[src/rtl/muldiv_unit.sv]
// ----------------------------------------------------------------------------
// muldiv_unit
//   Multi-cycle RV32M execute unit living beside the single-cycle ALU in EX.
//   Multiplies by shift-add and divides by restoring division, both on operand
//   magnitudes, one bit per cycle. Every operation (special cases included)
//   takes exactly XLEN busy cycles followed by a one-cycle done pulse.
//
// Ports
//   clk    in   1     clock, rising edge
//   rst_n  in   1     asynchronous active-low reset
//   src_a  in   XLEN  operand A (multiplicand / dividend)
//   src_b  in   XLEN  operand B (multiplier / divisor)
//   op     in   3     M-extension funct3: MUL MULH MULHSU MULHU DIV DIVU REM REMU
//   start  in   1     request, sampled only while not busy
//   kill   in   1     synchronous flush of the operation in flight
//   busy   out  1     operation in progress (pipeline stalls on it)
//   done   out  1     one-cycle pulse, res valid in the same cycle
//   res    out  XLEN  result, held until the next completed operation
// ----------------------------------------------------------------------------
module muldiv_unit #(
   parameter int XLEN = 32
) (
   input  logic            clk,
   input  logic            rst_n,
   input  logic [XLEN-1:0] src_a,
   input  logic [XLEN-1:0] src_b,
   input  logic [2:0]      op,
   input  logic            start,
   input  logic            kill,
   output logic            busy,
   output logic            done,
   output logic [XLEN-1:0] res
);

   localparam int CW = $clog2(XLEN);

   typedef enum logic [1:0] {
      ST_IDLE = 2'd0,
      ST_BUSY = 2'd1,
      ST_DONE = 2'd2
   } state_t;

   typedef enum logic [2:0] {
      OP_MUL    = 3'd0,
      OP_MULH   = 3'd1,
      OP_MULHSU = 3'd2,
      OP_MULHU  = 3'd3,
      OP_DIV    = 3'd4,
      OP_DIVU   = 3'd5,
      OP_REM    = 3'd6,
      OP_REMU   = 3'd7
   } op_t;

   state_t            state_q, state_d;
   op_t               op_q;
   logic [CW-1:0]     count_q;
   logic [XLEN-1:0]   a_mag_q, b_mag_q;
   logic              neg_q;
   // Multiply: {high, low} product, low half starts as the multiplier.
   // Divide:   {remainder, quotient}, quotient half starts as the dividend.
   logic [2*XLEN-1:0] prod_q, prod_nxt;

   logic              accept, last_iter;

   // ---------------------------------------------------------------------
   // Operand conditioning at accept time
   // ---------------------------------------------------------------------
   op_t             op_in;
   logic            a_signed, b_signed, sign_a, sign_b, neg_in;
   logic [XLEN-1:0] a_mag_in, b_mag_in;

   // NOTE: every variable driven here gets a default first, so no path can
   // leave it unassigned and infer a latch.
   always_comb begin
      op_in    = op_t'(op);
      a_signed = 1'b0;
      b_signed = 1'b0;
      case (op_in)
         OP_MUL, OP_MULH, OP_DIV, OP_REM: begin
            a_signed = 1'b1;
            b_signed = 1'b1;
         end
         OP_MULHSU: a_signed = 1'b1;
         default: ;
      endcase
      sign_a   = a_signed & src_a[XLEN-1];
      sign_b   = b_signed & src_b[XLEN-1];
      a_mag_in = sign_a ? -src_a : src_a;
      b_mag_in = sign_b ? -src_b : src_b;
      if (!op[2])
         neg_in = sign_a ^ sign_b;                            // product sign
      else if (op[1])
         neg_in = sign_a;                                     // remainder follows dividend
      else
         neg_in = (sign_a ^ sign_b) & (src_b != '0);          // x/0 must stay all ones
   end

   // ---------------------------------------------------------------------
   // One iteration of the datapath
   // ---------------------------------------------------------------------
   logic [XLEN-1:0] prod_hi, prod_lo, div_sub;
   logic [XLEN:0]   add_sum, div_shift;
   logic            div_ge, is_div;

   always_comb begin
      is_div    = op_q[2];
      prod_hi   = prod_q[2*XLEN-1:XLEN];
      prod_lo   = prod_q[XLEN-1:0];
      // Shift-add: conditionally add the multiplicand to the high half, then
      // shift the whole product right, keeping the carry.
      add_sum   = {1'b0, prod_hi} + (prod_lo[0] ? {1'b0, a_mag_q} : '0);
      // Restoring step: bring in the next dividend bit, trial-subtract.
      div_shift = {prod_hi, prod_lo[XLEN-1]};
      div_ge    = div_shift >= {1'b0, b_mag_q};
      div_sub   = div_shift[XLEN-1:0] - b_mag_q;
      if (is_div)
         prod_nxt = div_ge ? {div_sub, prod_lo[XLEN-2:0], 1'b1}
                           : {div_shift[XLEN-1:0], prod_lo[XLEN-2:0], 1'b0};
      else
         prod_nxt = {add_sum, prod_lo[XLEN-1:1]};
   end

   // Sign fix-up applied to the value produced by the final iteration.
   logic [2*XLEN-1:0] mul_fix;
   logic [XLEN-1:0]   div_pick, div_fix, res_nxt;

   always_comb begin
      mul_fix  = neg_q ? -prod_nxt : prod_nxt;
      div_pick = op_q[1] ? prod_nxt[2*XLEN-1:XLEN] : prod_nxt[XLEN-1:0];
      div_fix  = neg_q ? -div_pick : div_pick;
      case (op_q)
         OP_MUL:                       res_nxt = mul_fix[XLEN-1:0];
         OP_MULH, OP_MULHSU, OP_MULHU: res_nxt = mul_fix[2*XLEN-1:XLEN];
         default:                      res_nxt = div_fix;
      endcase
   end

   // ---------------------------------------------------------------------
   // Control FSM
   // ---------------------------------------------------------------------
   always_comb begin
      state_d   = state_q;
      accept    = 1'b0;
      last_iter = (count_q == CW'(XLEN - 1));
      busy      = (state_q == ST_BUSY);
      done      = (state_q == ST_DONE);
      case (state_q)
         ST_BUSY: begin
            if (kill)
               state_d = ST_IDLE;
            else if (last_iter)
               state_d = ST_DONE;
         end
         default: begin                                       // IDLE and DONE
            accept  = start & ~kill;
            state_d = accept ? ST_BUSY : ST_IDLE;
         end
      endcase
   end

   // NOTE: sequential state uses non-blocking assignments so every register
   // sees the pre-edge values of the others, independent of statement order.
   always_ff @(posedge clk or negedge rst_n) begin
      if (!rst_n)
         state_q <= ST_IDLE;
      else
         state_q <= state_d;
   end

   // NOTE: all datapath registers are reset (there is no array storage here),
   // so an operation interrupted by reset leaves nothing behind.
   always_ff @(posedge clk or negedge rst_n) begin
      if (!rst_n) begin
         op_q    <= OP_MUL;
         a_mag_q <= '0;
         b_mag_q <= '0;
         neg_q   <= 1'b0;
         count_q <= '0;
         prod_q  <= '0;
         res     <= '0;
      end else if (accept) begin
         op_q    <= op_in;
         a_mag_q <= a_mag_in;
         b_mag_q <= b_mag_in;
         neg_q   <= neg_in;
         count_q <= '0;
         prod_q  <= op[2] ? {{XLEN{1'b0}}, a_mag_in} : {{XLEN{1'b0}}, b_mag_in};
      end else if (state_q == ST_BUSY && !kill) begin
         prod_q  <= prod_nxt;
         count_q <= count_q + CW'(1);
         if (last_iter)
            res <= res_nxt;
      end
   end

endmodule

[config.mk]
export PLATFORM = sky130hd
export DESIGN_NAME = muldiv_unit
export DESIGN_NICKNAME = d
export VERILOG_FILES = /design/src/rtl/muldiv_unit.sv
export SDC_FILE = /design/constraint.sdc
export NUM_CORES = 1
export LEC_CHECK = 0
export ABC_AREA = 1
export ABC_CLOCK_PERIOD_IN_PS = 4050
export CAP_MARGIN = 20
export CORE_AREA = 8 8 187 277
export CTS_CLUSTER_SIZE = 24
export DETAILED_ROUTE_END_ITERATION = 10
export DIE_AREA = 0 0 195 285
export PLACE_DENSITY = 0.66
export SLEW_MARGIN = 20
export SYNTH_ARGS = -nofsm -noshare
export SYNTH_HDL_FRONTEND = slang
export SYNTH_SLANG_ARGS = --single-unit
export TNS_END_PERCENT = 100
[constraint.sdc]
create_clock -name clk -period 4.05 [get_ports clk]
set_clock_uncertainty 0.15 [all_clocks]
set_input_delay 0.81 -clock clk [delete_from_list [all_inputs] [get_ports clk]]
set_output_delay 0.81 -clock clk [all_outputs]
set_load 0.05 [all_outputs]
== Word-level counts from Yosys, hierarchy flattened ==
Index checks and enable logic that the tools add are counted.
Storage, ports and cells
  bits in registers: 171
  bits of input ports: 71
  output and inout bits: 34
Operators by class
  $add $sub $neg: 7
  $lt $le $gt $ge: 1
  equality and inequality tests: 11
  multiplexer cells: 23
  bitwise logic cells: 7
  reductions and logical operators: 10
Operators by type and width (number)
  $mux W64: 5
  $mux W32: 6
  $neg A32 Y32: 3
  $neg A64 Y64: 1
  $pmux W32 S2: 1
  $add A32 B32 Y33: 1
  $ge A33 B32 Y1: 1
  $reduce_bool A32 Y1: 1
  $sub A32 B32 Y32: 1
  $mux W5: 2
  $eq A3 B2 Y1 const B: 3
  $eq A3 B1 Y1 const B: 2
  $eq A3 B3 Y1 const B: 2
  $logic_not A3 Y1: 2
  $mux W1: 6
  $mux W2: 3
  $add A5 B1 Y5 const B: 1
  $eq A5 B5 Y1 const B: 1
  $reduce_or A5 Y1: 1
  $and A1 B1 Y1: 4
  $reduce_or A4 Y1: 1
  $ne A3 B2 Y1 const B: 1
  $reduce_and A3 Y1: 1
  $reduce_or A3 Y1: 1
  7 further kinds: 8

== Longest topological paths before layout ==
  word-level depth: 8
  gate-level depth with buffers: 35
  depth with buffers taken out: 35

== Least setup slack after synthesis ==
No wires, ideal clock.
  path kind: flip-flop to flip-flop
  from: register prod_q[51]
  to: register res[30]
  setup time: 0.121 ns
  arrival: 3.500 ns
  slack: 0.280 ns
  cell stages (with the launch flop): 33
  path buffers: 0
  cell sequence: dfrtp_1 > ha_1 > nand2_1 > inv_1 > nand2_1 > nand2_1 > nand2_1 > nand2_1 > nand2_1 > nand2_2 > nor2_4 > nand3_1 > o21ai_2 > ha_1 > inv_1 > nor2_1 > nand2_1 > nor2_1 > nand2_1 > nor2_1 > nand4_1 > nor2_1 > nand4_1 > nor2_1 > nand2_2 > nand2_1 > o21ai_2 > nor2_4 > nand3_1 > nand2_1 > nor2_1 > nor2_1 > a21oi_1
On the way
  word-level cells in the longest chain between the ends: 7
  elaborated cells on any way between the ends: 11
Ends and longest elaborated chain
  from (decl): line 61  | logic [2*XLEN-1:0] prod_q, prod_nxt;
  from (signal assigned): line 187  | prod_q <= op[2] ? {{XLEN{1'b0}}, a_mag_in} : {{XLEN{1'b0}}, b_mag_in};
  from (signal assigned): line 189  | prod_q <= prod_nxt;
  $sub A32 B32 Y32 or $ge A33 B32 Y1 (tied branches): line 115, 114
  $mux W64: line 117  | prod_nxt = div_ge ? {div_sub, prod_lo[XLEN-2:0], 1'b1}
  $mux W64 *: line 116  | if (is_div)
  $mux W32: line 129  | div_pick = op_q[1] ? prod_nxt[2*XLEN-1:XLEN] : prod_nxt[XLEN-1:0];
  $neg A32 Y32: line 130  | div_fix = neg_q ? -div_pick : div_pick;
  $mux W32: line 130
  $pmux W32 S2 *: line 131  | case (op_q)
  to (signal assigned): line 192  | res <= res_nxt;
  to (decl): line 32  | output logic [XLEN-1:0] res
Every way passes the cells marked *; elsewhere a longest branch is shown, timed or not.
A chain may end at the register's enable or synchronous reset.

== Worst setup path in the final report ==
  from: register prod_q[53]
  to: register res[30]
Same word-level chain as after synthesis.

==> metrics.md <==
| Metric | Value |
|---|---|
| CP max stage cell | dfrtp_1 |
| Starting density of the core | 0.396 |
| Largest net degree at the start of global routing | 89 |
| Clock Pin Slew Worst Setup and Hold Paths | roughly 0.1 ns |
| Synth Flop Type | dfrtp_1 |
| Diodes inserted | 0 |
| WL final | 94500 um |
| Core area | 47600 um^2 |
| Largest cells by area after synthesis | dfrtp_1 (23%), nand2_1 (20%), inv_1 (8.8%) |
| Tightest Pin Transition | 1.17 ns |
| Post-Synth Simple-Gate Area | 0.413 |
| Area leader, netlist | dfrtp_1 |
| Setup repair after global routing missed its margin | true |
| WHS | between 0.15 and 0.2 ns |
| Post-Synthesis Cells | 3192 |
| Peak supply drop | 0.000359 V |
| Syn Nets | between 3000 and 4000 |
| IO Port Bufs | 104 |
| Pre-CTS WS | -0.162 ns |
| Number of synthesized register bits | 171 |
| CTS sink cnt | 171 |
| Placement Cell Area | 23800 um^2 |
| Crit end category | flip-flop |
| DR pass1 iterations | 8 |
| FMAX | 240 MHz |
| Hold Fails Final Rpt | 0 |
| Pwr/cell area | 823 nW/um^2 |
| R2R cell count | 34 |
| Most common cell in the netlist | nand2_1 |
| Synth Cell Area | ~19000 um^2 |
| P_leak | 13.3 nW |
| Post-layout min period | 4.16 ns |
| Cell mode on critical path | nand2_2 |
| Synth Area in Adders | 0.0486 |
| Wire per inst | 21.7 um |
| Post-route DRC | 0 |
| Yosys warns | 0 |
| Final WS setup | -0.109 ns |
| Die span in y | between 200 and 300 um |
| Largest family of logic cells by synthesized area | simple AND/OR/NAND/NOR gates |
| Status | finished with violations |
| ANT nets after route | 0 |
| Max stage delay on crit path | 0.42 ns |
| Reg-to-reg setup timing slack | -0.11 ns |
| Reg2reg end | res[30] |
| Relative slew slack | 0.213 |
| Worst Path Max Fanout | 5 |
| RePlAce Congestion | 1.06 |
| Top cells by count, synth | nand2_1 (980), inv_1 (444), nor2_1 (323) |
| Layout cells sized above 1 | 0.243 |
| Die area | 55600 um^2 |
| Post-synthesis compound-gate area fraction | 0.151 |
| Iter 0 DRT Violations | 2513 |
| Critical path type | reg -> reg |
| Global route overflow | 0 |
| HPWL Detailed | 75900 um |
| Fill cells | 4870 |
| Cell Rows | 98 |
| Ys async rst share | 1.00 |
| Clock Latency Late Sink | 0.49 ns |
| Max cap viols | 0 |
| Antenna violations before repair | 1 |
| Slew Viols, Final | 0 |
| Xor/xnor share of the synthesized area | 0.0404 |
| Fin area | 26000 um^2 |
| Worst EP arrival | approximately 4.4 ns |
| Final Cycle Share | 1.03 |
| Startpoint types | flip-flop |
| Worst endpoint required time | 4.28 ns |
| CTS buffer count | 17 |
| Nets | between 3000 and 4000 |
| Portion of netlist area occupied by mux cells | 0 |
| First-pass GRT wire length | ~140000 um |
| Failing checks | setup timing |
| CP Launch Point | prod_q[53] |
| Vias in the first global route | roughly 23000 |
| Die X | 195 um |
| Hold crit path type | in -> async |
| Clk buf depth | 2 |
| Overall Global Routing Usage | 0.331 |
| RR Startpoint | prod_q[53] |
| TritonCTS clock tree | done |
| Syn Area/Cell | 5.90 um^2 |
| CTS root buf | clkbuf_16 |
| Setup violators final | 11 |
| DR vias | 23700 |
| Yosys top cell area share | 0.227 |
| Seq/Total Area, Yosys | 0.227 |
| Distinct cells, synth | 60 |
| # H-tree levels | 4 |
| Vias per Instance | 5.45 |
| I/O Pins | between 100 and 150 |
| Number of synthesized flops with an enable pin | 0 |
| Area grow syn2layout | 37.8% |
==> routing by layer <==
metal  GRT usage  up-vias  wire (um)
li1            -    11400          -
met1       0.372    10900      35300
met2       0.551     1080      43900
met3      0.0472      346       5820
met4       0.277        2       9430
met5           0        -         14
==> final cells by class <==
| class | count | area [um^2] | area share |
|---|---|---|---|
| multi-input combinational | 2459 | 13400 | 0.516 |
| tap | 600 | 751 | 0.0289 |
| clock buffer | 18 | 429 | 0.0165 |
| clock inverter | 14 | 149 | 0.00574 |
| inverter | 449 | 1690 | 0.0649 |
| timing repair buffer | 643 | 5260 | 0.202 |
| sequential | 171 | 4290 | 0.165 |
==> through the flow <==
| step | cells | setup TNS [ns] | util | total power [mW] |
|---|---|---|---|---|
| CTS | 4323 | -0.319 | 0.523 | 19.8 |
| global placement | 4269 | -1.02 | 0.501 | 17.7 |
| global route | 4354 | -4.80 | 0.546 | 22.7 |
| finish | 4354 | -0.716 | 0.546 | 21.4 |
| detailed placement | 4269 | -1.93 | 0.501 | 17.7 |
| floorplan | 3192 | 0 | - | 10.5 |
==> flip-flops by register name, summed over array words and instances (netlist names) <==
register / flops
b_mag_q: 32
a_mag_q: 32
neg_q: 1
count_q: 5
prod_q: 64
res: 32
state_q: 2
op_q: 3
==> how the worst max path moves through the flow <==
stage / endpoint / slack (ns) / cells past startpoint
after global placement: res[26] / -0.12 / 34
after global routing: res[14] / -0.39 / 31
after floorplan: res[30] / 0.28 / 32
after CTS: res[22] / -0.07 / 35
after detailed placement: res[26] / -0.16 / 33
final: res[30] / -0.11 / 34
==> logic make-up after synthesis <==
logic type / after synthesis
compound gates: 500
xor+xnor: 87
fa+ha+maj: 72
buf+inv: 562
flops: 171
simple gates: 1800
==> placed cells by master, fill, tap and decap left out, drive strengths merged, types with 2 or more instances in the layout <==
cell	synthesis	routed
nand2	1008	1008
buf	47	538
inv	449	456
nor2	346	346
nand3	304	304
o21ai	244	244
dfrtp	171	171
a21oi	145	145
clkdlybuf4s50	0	103
ha	70	70
nand4	64	64
xor2	62	62
nor3	39	39
xnor2	25	25
o22ai	23	23
clkbuf	66	20
or2	16	16
nand3b	15	15
a31oi	14	14
o221ai	11	11
o211ai	11	11
o21a	9	9
a21boi	9	9
a22oi	8	8
o21bai	8	8
clkinv	0	6
nor4	5	5
o31ai	5	5
a21o	4	4
a32oi	2	2
a22o	2	2
fa	2	2
==> worst max-delay path, delay by kind of cell, from the launching register on <==
family | cells | cell delay, ns
and+or+nand+nor | 25 | 2.48
DFF | 1 | 0.42
adders and majority gates | 2 | 0.42
AOI/OAI and AO/OA | 3 | 0.24
buffers and inverters | 4 | 0.38
==> power breakdown <==
group	total, mW	internal [mW]	switching, mW
Clock	1.74	0.825	0.912
Combinational	17.2	6.85	10.3
Sequential	2.47	2.12	0.349
==> what timing repair did <==
action,in CTS,in global routing
setup buffers,22,30
resized for setup,54,223
pin swaps,28,55
gates cloned,0,1
hold buffers,0,0
setup endpoints to repair,26,32
Note: power is estimated with default switching activity, not from simulation.
